--- config.mk ---
export PLATFORM = sky130hd
export DESIGN_NAME = sysid_verifier
export DESIGN_NICKNAME = d
export VERILOG_FILES = /design/src/rtl/sysid_verifier.sv
export SDC_FILE = /design/constraint.sdc
export NUM_CORES = 1
export LEC_CHECK = 0
export ABC_AREA = 1
export BUFFER_PORTS_ARGS = -buffer_cell sky130_fd_sc_hd__buf_2
export CAP_MARGIN = 5
export CORE_UTILIZATION = 47
export DETAILED_ROUTE_END_ITERATION = 7
export GPL_ROUTABILITY_DRIVEN = 0
export GPL_TIMING_DRIVEN = 0
export HOLD_SLACK_MARGIN = 0.12
export PLACE_DENSITY_LB_ADDON = 0.1
export SLEW_MARGIN = 20
export SYNTH_ARGS = -nofsm -noshare
export SYNTH_HDL_FRONTEND = slang
export SYNTH_SLANG_ARGS = --single-unit
--- constraint.sdc ---
create_clock -name clock -period 1.7 [get_ports clock]
set_input_delay 0.085 -clock clock [delete_from_list [all_inputs] [get_ports clock]]
set_output_delay 0.085 -clock clock [all_outputs]
set_load 0.02 [all_outputs]
--- src/rtl/sysid_verifier.sv ---
`default_nettype none
// ============================================================================
// Module   : sysid_verifier
// Brief    : Avalon-MM read master that fetches the system-ID and build
//            timestamp words and checks them against build-time values.
// Revision : 1.0 - initial release
// ============================================================================
module sysid_verifier #(
  parameter logic [31:0] EXPECTED_ID        = 32'd0,
  parameter logic [31:0] EXPECTED_TIMESTAMP = 32'd1398725577,
  parameter int unsigned READ_LATENCY       = 1,
  parameter int unsigned TIMEOUT_CYCLES     = 255,
  parameter bit          AUTO_START         = 1'b1
) (
  input  logic        clock,
  input  logic        reset_n,
  input  logic        start,
  output logic        avm_address,
  output logic        avm_read,
  input  logic        avm_waitrequest,
  input  logic [31:0] avm_readdata,
  output logic        busy,
  output logic        done,
  output logic        id_ok,
  output logic        ts_ok,
  output logic        timeout,
  output logic [31:0] id_value,
  output logic [31:0] ts_value
);

  typedef enum logic [2:0] {
    S_IDLE    = 3'd0,
    S_REQ_ID  = 3'd1,
    S_WAIT_ID = 3'd2,
    S_REQ_TS  = 3'd3,
    S_WAIT_TS = 3'd4,
    S_DONE    = 3'd5
  } state_t;

  // The stall that would bring the counter to TIMEOUT_CYCLES ends the read.
  localparam logic [15:0] c_stall_last = 16'(TIMEOUT_CYCLES - 1);
  localparam logic [1:0]  c_lat_load   = 2'(READ_LATENCY - 1);

  state_t      r_state;
  state_t      w_next_state;
  logic        r_armed;
  logic [15:0] r_stall;
  logic [1:0]  r_lat;
  logic        r_done;
  logic        r_id_ok;
  logic        r_ts_ok;
  logic        r_timeout;
  logic [31:0] r_id_value;
  logic [31:0] r_ts_value;

  logic        w_start_req;
  logic        w_in_req;
  logic        w_in_wait;
  logic        w_accept;
  logic        w_expire;
  logic        w_capture_id;
  logic        w_capture_ts;
  logic        w_enter_req;
  logic        w_enter_req_id;

  always_comb begin
    w_next_state = r_state;
    w_in_req     = 1'b0;
    w_in_wait    = 1'b0;
    w_expire     = 1'b0;
    w_capture_id = 1'b0;
    w_capture_ts = 1'b0;
    avm_read     = 1'b0;
    avm_address  = 1'b0;
    busy         = 1'b0;
    // r_armed is low only until the first edge after reset release.
    w_start_req  = start | (AUTO_START & ~r_armed);

    case (r_state)
      S_IDLE, S_DONE: begin
        if (w_start_req) w_next_state = S_REQ_ID;
      end
      S_REQ_ID: begin
        avm_read = 1'b1;
        busy     = 1'b1;
        w_in_req = 1'b1;
        if (!avm_waitrequest) begin
          w_next_state = S_WAIT_ID;
        end else if (r_stall == c_stall_last) begin
          w_expire     = 1'b1;
          w_next_state = S_DONE;
        end
      end
      S_WAIT_ID: begin
        busy      = 1'b1;
        w_in_wait = 1'b1;
        if (r_lat == 2'd0) begin
          w_capture_id = 1'b1;
          w_next_state = S_REQ_TS;
        end
      end
      S_REQ_TS: begin
        avm_read    = 1'b1;
        avm_address = 1'b1;
        busy        = 1'b1;
        w_in_req    = 1'b1;
        if (!avm_waitrequest) begin
          w_next_state = S_WAIT_TS;
        end else if (r_stall == c_stall_last) begin
          w_expire     = 1'b1;
          w_next_state = S_DONE;
        end
      end
      S_WAIT_TS: begin
        avm_address = 1'b1;
        busy        = 1'b1;
        w_in_wait   = 1'b1;
        if (r_lat == 2'd0) begin
          w_capture_ts = 1'b1;
          w_next_state = S_DONE;
        end
      end
      default: w_next_state = S_IDLE;
    endcase

    w_accept       = w_in_req & ~avm_waitrequest;
    w_enter_req    = ((w_next_state == S_REQ_ID) || (w_next_state == S_REQ_TS)) &&
                     (w_next_state != r_state);
    w_enter_req_id = (w_next_state == S_REQ_ID) && (r_state != S_REQ_ID);
  end

  always_ff @(posedge clock or negedge reset_n) begin
    if (!reset_n) r_state <= S_IDLE;
    else          r_state <= w_next_state;
  end

  always_ff @(posedge clock or negedge reset_n) begin
    if (!reset_n) begin
      r_armed    <= 1'b0;
      r_stall    <= 16'd0;
      r_lat      <= 2'd0;
      r_done     <= 1'b0;
      r_id_ok    <= 1'b0;
      r_ts_ok    <= 1'b0;
      r_timeout  <= 1'b0;
      r_id_value <= 32'd0;
      r_ts_value <= 32'd0;
    end else begin
      r_armed <= 1'b1;

      if (w_enter_req) begin
        r_stall <= 16'd0;
      end else if (w_in_req && avm_waitrequest) begin
        r_stall <= r_stall + 16'd1;
      end

      if (w_accept) begin
        r_lat <= c_lat_load;
      end else if (w_in_wait && (r_lat != 2'd0)) begin
        r_lat <= r_lat - 2'd1;
      end

      if (w_enter_req_id) begin
        r_done    <= 1'b0;
        r_id_ok   <= 1'b0;
        r_ts_ok   <= 1'b0;
        r_timeout <= 1'b0;
      end

      if (w_capture_id) begin
        r_id_value <= avm_readdata;
        r_id_ok    <= (avm_readdata == EXPECTED_ID);
      end

      if (w_capture_ts) begin
        r_ts_value <= avm_readdata;
        r_ts_ok    <= (avm_readdata == EXPECTED_TIMESTAMP);
        r_done     <= 1'b1;
      end

      // Captured words are kept, but a timed-out check never reports a pass.
      if (w_expire) begin
        r_timeout <= 1'b1;
        r_id_ok   <= 1'b0;
        r_ts_ok   <= 1'b0;
        r_done    <= 1'b1;
      end
    end
  end

  assign done     = r_done;
  assign id_ok    = r_id_ok;
  assign ts_ok    = r_ts_ok;
  assign timeout  = r_timeout;
  assign id_value = r_id_value;
  assign ts_value = r_ts_value;

endmodule
`default_nettype wire

==> results.ini, run 1 <==
[die]
row_count = 33
die_x_um = 94.8
core_um2 = 8260
ios = 107
start_util = 0.490
die_h_um = 94.8
dieArea_um2 = 8990

[setup_path]
path_class = flop to flop
crit_slowest_cell = dfrtp_1
cp-start-kind = flop
cpPeakStageDelay_ns = 0.41
path_cells = inv_2, ha_4, inv_2, nor2_2, nand2_1, nor2_1, nand2_1, nand2_2, nand3_2, nand2_2, nor2_4, nor2_4, buf_6, nor2_2
critPathArrivalTime_ns = 2.07
cp.required_ns = 1.95
cp-end-kind = flop
path_max_fanout = 5

[final_layout]
area_growth_pct = 38.5
diodes = 0
nNetsFinal = 671
mostFrequentLayoutCells = buf_2, nand2_1, dfrtp_1, inv_1, o21ai_0
final_common_cell = buf_2
n_fill_cell = 703
utilization = 0.679
instances_no_fill = 742
drive_gt1_frac = 0.327

[yosys]
syn_nets = 501
ys_seq_area_frac = 0.556
synth.yosys.warnings = 0
synth_cell_types = 29
synth_cells = 462
syn_area_per_cell_um2 = 8.76
synth_area_um2 = 4050
ys_ff_latch = 90

[clock_network]
htree_levels = 3
clock_latency_ns = 0.36
clock_path_buffers = 2
cts.clk_slew.worst_paths_ns = 0.09
cts-root-buf = clkbuf_8
cts.sinks = 90
cts_buffers = 9
cts_tree = done

[placed_design]
dp_hpwl_mm = 6.88
dp.cells = 674
port_buffers = 106

[status]
violations = negative setup slack
outcome = finished, violations left

[drt]
via_count = 3664
drtAntennaViolNets = 0
drc = 0
routedWlPerCell_um = 14.1
viasPerCell = 4.94
finalWirelength_mm = 10.5
dr.pass1.iters = 4
first_iter_violations = 167

[grt]
track_usage = 0.237
grt-ovfl-total = 0
grt_antenna_before_repair = 0
grt_pass1_vias = 3394
grt_pass1_wl_mm = 16.3
grt_max_degree = 75

[sta]
min_period_over_period = 1.07
setup_viol = 20
hold_ws_ns = 0.208
hold_viol = 0
finalSetupTns_ns = -1.83
slew_headroom = 0.618
drv_slew = 0
timing.final.ws_setup_ns = -0.119
min_period_ns = 1.82
fmax_mhz = 550
rsz0062_at_grt = yes
fin_skew_ns = 0.0128
worst_pin_slew_ns = 0.571

[pwr]
vdd_ir_drop_max_mv = 1.15
powerDensity_nw_per_um2 = 1840
leakagePower_nw = 2.87

[min_path]
hp-class = input port to flop

[job]
maxCapViolCount = 0

-- layer usage --
| layer | share of wire | wire length (um) | vias to the layer above | global-route usage |
|---|---|---|---|---|
| met4 | 0.019 | 200 | 0 | 0.0871 |
| met5 | 0 | 0 | - | 0 |
| met3 | 0.045 | 475 | 16 | 0.0338 |
| met2 | 0.48 | 5080 | 93 | 0.382 |
| met1 | 0.45 | 4720 | 1744 | 0.326 |
| li1 | - | - | 1811 | - |
-- through the flow --
| step | total power, mW | instance area (um^2) | worst slack [ns] |
|---|---|---|---|
| detailed placement | 7.90 | 4740 | -0.220 |
| finish | 10.3 | 5610 | -0.119 |
| CTS | 10.2 | 5500 | -0.129 |
| global route | 11.0 | 5610 | -0.285 |
| floorplan | 6.41 | 4050 | 0.0358 |
| global placement | 7.81 | 4710 | -0.302 |
-- what timing repair did --
item,CTS,global route
gates cloned,1,0
buffers inserted,11,6
gates resized for setup,21,75
hold buffers,36,0
hold endpoints to repair,156,0
endpoints found under the setup margin,52,82
pin swaps,5,15
-- where the power goes --
group | total, mW | switching (mW) | internal [mW]
Sequential | 3.51 | 0.499 | 3.01
Clock | 1.69 | 0.799 | 0.887
Combinational | 5.09 | 3.22 | 1.87
-- synthesized netlist by cell type --
library cell / count / area share
nand2_1: 110 / 0.10
dfrtp_1: 90 / 0.56
o21ai_0: 71 / 0.088
inv_1: 60 / 0.056
nor2_1: 31 / 0.029
nand3_1: 13 / 0.016
clkbuf_1: 11 / 0.010
nor2_2: 11 / 0.017
nand4_1: 10 / 0.015
nor4_1: 10 / 0.015
xor2_1: 8 / 0.017
inv_2: 6 / 0.0056
nor2_4: 6 / 0.017
ha_1: 3 / 0.0093
nand3_2: 3 / 0.0074
a21oi_1: 2 / 0.0025
nand2_4: 2 / 0.0056
nor3_1: 2 / 0.0025
nor3_2: 2 / 0.0049
xnor2_1: 2 / 0.0043
buf_1: 1 / 0.00093
buf_2: 1 / 0.0012
buf_8: 1 / 0.0037
conb_1: 1 / 0.00093
nand3b_1: 1 / 0.0019
nor3_4: 1 / 0.0040
nor4_2: 1 / 0.0031
o21a_1: 1 / 0.0019
o22ai_1: 1 / 0.0015
-- sequential cells by signal (all words and copies together) (netlist names) --
signal,flops
ts_ok,1
r_lat,2
timeout,1
done,1
id_value,32
id_ok,1
ts_value,32
r_stall,16
r_armed,1
r_state,3
-- worst max-delay path: cells and delay by family (launching register included) --
family / cells / cell delay (ns)
flip-flops: 1 / 0.41
buffers and inverters: 3 / 0.29
adder cells (fa/ha/maj): 1 / 0.13
AND/OR/NAND/NOR: 10 / 0.87
-- cells by family after synthesis --
| family | after synthesis | synth area share |
|---|---|---|
| flops | 90 | 0.556 |
| xor+xnor | 10 | 0.0216 |
| buf+inv | 80 | 0.0773 |
| fa+ha+maj | 3 | 0.00927 |
| compound gates | 75 | 0.0937 |
| other cells | 1 | 0.000926 |
| simple gates | 203 | 0.241 |
-- layout make-up --
| type | instances | area, um^2 | share of cell area |
|---|---|---|---|
| well taps | 105 | 131 | 0.0234 |
| inverters | 66 | 253 | 0.0451 |
| clock buffers | 10 | 138 | 0.0245 |
| clock inverters | 6 | 96.3 | 0.0172 |
| plain buffers | 13 | 82.6 | 0.0147 |
| flip-flops and latches | 90 | 2260 | 0.402 |
| multi-input cells | 292 | 1570 | 0.280 |
| repair buffers | 160 | 1080 | 0.193 |
-- worst paths after layout --
| kind | start | end | slack (ns) | depth (start not counted) |
|---|---|---|---|---|
| worst max register to register | r_stall[0] | r_stall[6] | -0.12 | 14 |
| min in group asynchronous | reset_n | ts_value[24] | 0.28 | 3 |
| max in group asynchronous | reset_n | id_value[18] | 0.49 | 3 |
| worst max-delay path | r_stall[0] | r_stall[6] | -0.12 | 14 |
| worst min-delay path | start | r_state[0] | 0.21 | 5 |
| worst min register to register | timeout | timeout | 0.47 | 2 |
(Power assumes the default switching activity.)
==> run 2: changes to the inputs <==
RECOVER_POWER = 25   (was unset)
SKIP_CTS_REPAIR_TIMING = 1   (was unset)
==> run 2 against run 1 <==
The flow still finishes with violations (negative setup slack). Clock-buffer cell count unchanged. First-iteration DRC count down 1.2%. Sequential share of layout area up 0.34 points. Register-to-register slack worse by 0.04 ns. Sequential cell count unchanged. Non-clock buffer count down 7. Maximum frequency down 1.9%. Critical path depth down 5. Hold slack worse by 0.014 ns. Clock skew about the same. Largest cell class unchanged.
==> results.ini, run 2 (synthesis results as in run 1) <==
[placed_design]
post-place-ws_ns = -0.220  ; unchanged
port_buffers = 106  ; unchanged
dp_hpwl_mm = 6.88  ; unchanged

[pwr]
p_total_mw = 10.4  ; was 10.3 mW
leakagePower_nw = 2.83  ; was 2.87 nW
powerDensity_nw_per_um2 = 1870  ; was 1840 nW/um^2
vdd_ir_drop_max_mv = 1.01  ; was 1.15 mV

[grt]
use_met2 = 0.345  ; was 0.382
grt_max_degree = 75  ; unchanged
grt_util_met1 = 0.310  ; was 0.326
grt_antenna_before_repair = 0  ; unchanged
met3_usage = 0.0314  ; was 0.0338
grt_pass1_wl_mm = 15.0  ; was 16.3 mm
grt.busiest_layer = met2  ; unchanged
grt-ovfl-total = 0  ; unchanged
grt_pass1_vias = 3137  ; was 3,394
track_usage = 0.218  ; was 0.237

[setup_path]
path_max_fanout = 6  ; was 5
cp.required_ns = 1.94  ; was 1.95 ns
cp-start-kind = flop  ; unchanged
path_cells = inv_2, nand2_4, nor2_4, inv_2, nor3_2, nand2_2, nor2_1, xor2_1, nor2_4  ; was inv_2, ha_4, inv_2, nor2_2, nand2_1, nor2_1, nand2_1, nand2_2, nand3_2, nand2_2, nor2_4, nor2_4, buf_6, nor2_2
r2r_start = r_state[2]  ; was r_stall[0]
cpPeakStageDelay_ns = 0.46  ; was 0.41 ns
crit_family = simple AND/OR/NAND/NOR gates  ; unchanged
path_class = flop to flop  ; unchanged
crit_start = r_state[2]  ; was r_stall[0]
crit_buf_inv = 2  ; was 3
cp-end-kind = flop  ; unchanged
critPathArrivalTime_ns = 2.10  ; was 2.07 ns
crit_slowest_cell = dfrtp_2  ; was dfrtp_1

[clock_network]
clock_path_buffers = 2  ; unchanged
cts-root-buf = clkbuf_8  ; unchanged
clock_latency_ns = 0.35  ; was 0.36 ns
cts_tree = done  ; unchanged
cts_buffers = 9  ; unchanged
htree_levels = 3  ; unchanged
cts.sinks = 90  ; unchanged
cts.clk_slew.worst_paths_ns = 0.09  ; about the same

[drt]
finalWirelength_mm = 10.2  ; was 10.5 mm
first_iter_violations = 165  ; was 167
routedWlPerCell_um = 13.9  ; was 14.1 um
via_count = 3625  ; was 3,664
dr.pass1.iters = 4  ; unchanged
viasPerCell = 4.93  ; was 4.94
drc = 0  ; unchanged
drtAntennaViolNets = 0  ; unchanged

[die]
ios = 107  ; unchanged
die_x_um = 94.8  ; unchanged
start_util = 0.490  ; unchanged
core_um2 = 8260  ; unchanged
row_count = 33  ; unchanged
dieArea_um2 = 8990  ; unchanged
die_h_um = 94.8  ; unchanged

[sta]
min_period_over_period = 1.09  ; was 1.07
worst_pin_slew_ns = 0.970  ; was 0.571 ns
setup_viol = 17  ; was 20
slew_headroom = 0.353  ; was 0.618
hold_viol = 0  ; unchanged
timing.final.ws_setup_ns = -0.155  ; was -0.119 ns
fin_skew_ns = 0.0128  ; about the same
fmax_mhz = 539  ; was 550 MHz
drv_slew = 0  ; unchanged
rsz0062_at_grt = yes  ; unchanged
min_period_ns = 1.85  ; was 1.82 ns
finalSetupTns_ns = -1.83  ; about the same

[final_layout]
final_common_cell = buf_2  ; unchanged
area_growth_pct = 37.4  ; was 38.5%
utilization = 0.673  ; was 0.679
drive_gt1_frac = 0.321  ; was 0.327
multi_input_area_um2 = 1590  ; was 1570 um^2
nNetsFinal = 664  ; was 671
diodes = 0  ; unchanged
n_fill_cell = 710  ; was 703
mostFrequentLayoutCells = buf_2, nand2_1, dfrtp_1, inv_1, o21ai_0  ; unchanged
seq_area_um2 = 2260  ; unchanged

[status]
outcome = finished, violations left  ; unchanged
violations = negative setup slack  ; unchanged

[min_path]
hp-class = input port to flop  ; unchanged
min_from = start  ; unchanged

[job]
maxCapViolCount = 0  ; unchanged

==> run 2: path summary, 6_finish.rpt <==
path                       cells past startpoint  slack, ns           end
max                                            9      -0.15    r_stall[9]
min                                            5       0.19    r_state[0]
max reg2reg                                    9      -0.15    r_stall[9]
min reg2reg                                    2       0.47       timeout
max in group asynchronous                      3       0.22    r_state[0]
min in group asynchronous                      2       0.39  ts_value[23]
==> run 2: final cells by class <==
class | instances | area share
sequential | 90 | 0.406
multi-input combinational | 292 | 0.286
timing repair buffer | 152 | 0.180
inverter | 66 | 0.0450
clock buffer | 10 | 0.0248
tap | 105 | 0.0236
clock inverter | 6 | 0.0173
buffer | 14 | 0.0171
==> run 2: worst min-delay path: stages <==
cell	delay (ns)
buf_2	0.08
nor2_1	0.05
nand2_1	0.05
nand3_1	0.13
nand2_4	0.11
==> run 2: power breakdown <==
| group | total (mW) | internal, mW | switching (mW) | leakage (nW) |
|---|---|---|---|---|
| Sequential | 3.52 | 3.01 | 0.502 | 1.12 |
| Clock | 1.69 | 0.887 | 0.803 | 0.115 |
| Combinational | 5.19 | 1.94 | 3.26 | 1.60 |
| Total | 10.4 | 5.84 | 4.56 | 2.83 |
==> run 2: per-layer routing <==
metal  vias to the layer above  share of wire  wire length, um
li1                       1792              -                -
met2                        94           0.49             5000
met3                        13          0.046              467
met5                         -              0                0
met1                      1726           0.46             4670
met4                         0         0.0098              100
==> run 2: through the flow <==
stage,area (um^2),instances,hold WS [ns]
after floorplan,4050,462,-0.211
after global routing,5560,735,0.222
after global placement,4710,673,0.385
after CTS,4980,690,-0.461
final,5560,735,0.194
after detailed placement,4740,674,-0.0695
==> run 3: changes to the inputs <==
RECOVER_POWER = 50   (was 25)
==> run 3 against run 2 <==
The run still ends with negative setup slack left. Non-clock buffer count stayed put. Global-route usage did not move. Total power is 0.60% lower. First-iteration DRC count decreased by 6.7%. Clock skew barely moved. Register-to-register slack barely moved. Maximum frequency about the same. Via count grew 0.39%. Sequential share of layout area up 0.19 points. Setup slack improved by 0.00073 ns.
==> results.ini, run 3 (synthesis results as in run 1) <==
[pwr]
power_frac_comb = 0.496  ; was 0.499
switching_power_mw = 4.57  ; was 4.56 mW
p_seq_frac = 0.341  ; was 0.338
p_total_mw = 10.3  ; was 10.4 mW
powerDensity_nw_per_um2 = 1870  ; about the same
intPower_mw = 5.77  ; was 5.84 mW
leakagePower_nw = 2.77  ; was 2.83 nW
switching_share = 0.442  ; was 0.439
vdd_ir_drop_max_mv = 1.01  ; about the same
clkPwrFrac = 0.163  ; about the same

[grt]
track_usage = 0.218  ; unchanged
grt-ovfl-total = 0  ; unchanged
grt_pass1_vias = 3137  ; unchanged
grt_max_degree = 75  ; unchanged
grt_pass1_wl_mm = 15.0  ; unchanged
grt_antenna_before_repair = 0  ; unchanged

[die]
dieArea_um2 = 8990  ; unchanged
die_x_um = 94.8  ; unchanged
ios = 107  ; unchanged
core_um2 = 8260  ; unchanged
die_h_um = 94.8  ; unchanged
row_count = 33  ; unchanged
start_util = 0.490  ; unchanged

[sta]
slew_headroom = 0.355  ; was 0.353
hold_viol = 0  ; unchanged
rsz0062_at_grt = yes  ; unchanged
setup_viol = 18  ; was 17
timing.final.ws_setup_ns = -0.154  ; was -0.155 ns
hold_ws_ns = 0.194  ; about the same
fin_skew_ns = 0.0126  ; was 0.0128 ns
min_period_ns = 1.85  ; about the same
drv_slew = 0  ; unchanged
worst_pin_slew_ns = 0.967  ; was 0.970 ns
fmax_mhz = 539  ; about the same
min_period_over_period = 1.09  ; about the same

[setup_path]
cp-end-kind = flop  ; unchanged
path_class = flop to flop  ; unchanged
path_max_fanout = 6  ; unchanged
cp-start-kind = flop  ; unchanged
critPathArrivalTime_ns = 2.10  ; about the same
cpPeakStageDelay_ns = 0.46  ; about the same
path_cells = inv_2, nand2_4, nor2_4, inv_2, nor3_2, nand2_2, nor2_1, xor2_1, nor2_4  ; unchanged
crit_buf_inv = 2  ; unchanged
crit_family = simple AND/OR/NAND/NOR gates  ; unchanged
cp.required_ns = 1.94  ; about the same
crit_slowest_cell = dfrtp_2  ; unchanged

[final_layout]
nNetsFinal = 664  ; unchanged
final_area_um2 = 5530  ; was 5560 um^2
area_growth_pct = 36.7  ; was 37.4%
n_fill_cell = 716  ; was 710
seq_area_um2 = 2260  ; unchanged
multi_input_area_um2 = 1590  ; unchanged
mostFrequentLayoutCells = nand2_1, buf_2, dfrtp_1, inv_1, o21ai_0  ; was buf_2, nand2_1, dfrtp_1, inv_1, o21ai_0
utilization = 0.670  ; was 0.673
final_common_cell = nand2_1  ; was buf_2
diodes = 0  ; unchanged
drive_gt1_frac = 0.287  ; was 0.321

[status]
outcome = finished, violations left  ; unchanged
violations = negative setup slack  ; unchanged

[drt]
dr.pass1.iters = 4  ; unchanged
via_count = 3639  ; was 3,625
drtAntennaViolNets = 0  ; unchanged
viasPerCell = 4.95  ; was 4.93
drc = 0  ; unchanged
first_iter_violations = 154  ; was 165
routedWlPerCell_um = 13.9  ; about the same
finalWirelength_mm = 10.2  ; about the same

[min_path]
hp-class = input port to flop  ; unchanged

[clock_network]
cts-root-buf = clkbuf_8  ; unchanged
cts.clk_slew.worst_paths_ns = 0.09  ; about the same
cts_buffers = 9  ; unchanged
htree_levels = 3  ; unchanged
cts.sinks = 90  ; unchanged
clock_path_buffers = 2  ; unchanged
clock_latency_ns = 0.35  ; about the same
cts_tree = done  ; unchanged

[placed_design]
placed_area_um2 = 4740  ; unchanged
port_buffers = 106  ; unchanged
dp_hpwl_mm = 6.88  ; unchanged

[job]
maxCapViolCount = 0  ; unchanged

## run 3: layout make-up
cell class / instances / share of cell area
buffer: 14 / 0.0172
clock buffer: 10 / 0.0249
sequential: 90 / 0.408
clock inverter: 6 / 0.0174
tap: 105 / 0.0237
timing repair buffer: 152 / 0.176
inverter: 66 / 0.0452
multi-input combinational: 292 / 0.288
## run 3: per-layer routing
metal,vias to the layer above,share of wire,track usage
met2,88,0.49,0.345
met4,0,0.013,0.0644
li1,1795,-,-
met1,1742,0.45,0.310
met5,-,0,0
met3,14,0.044,0.0314
## run 3: per-stage QoR
stage	cells	setup TNS (ns)	setup WS, ns
5_1_grt	735	-7.30	-0.267
3_5_place_dp	674	-6.58	-0.220
4_1_cts	690	-7.44	-0.237
2_1_floorplan	462	0	0.0358
3_3_place_gp	673	-31.49	-0.302
6_report	735	-1.82	-0.154
## run 3: power by group through the flow
stage	clock network, mW	logic [mW]	registers (mW)
6_report	1.69	5.12	3.53
5_1_grt	1.80	5.63	3.63
4_1_cts	1.72	4.39	3.48
3_5_place_dp	0	4.38	3.52
3_3_place_gp	0	4.31	3.50
2_1_floorplan	0	1.95	4.46
## run 3: final timing paths
path | cells past startpoint | start | to | slack, ns
min in group asynchronous | 2 | reset_n | ts_value[23] | 0.39
worst min-delay path | 5 | start | r_state[0] | 0.19
worst min register to register | 2 | timeout | timeout | 0.47
worst max register to register | 9 | r_state[2] | r_stall[9] | -0.15
worst max-delay path | 9 | r_state[2] | r_stall[9] | -0.15
max in group asynchronous | 3 | reset_n | r_state[0] | 0.23
## run 3: tightest hold or removal path, stage by stage
cell and delay (ns):
buf_2 0.08, nor2_1 0.05, nand2_1 0.05, nand3_1 0.13, nand2_4 0.11
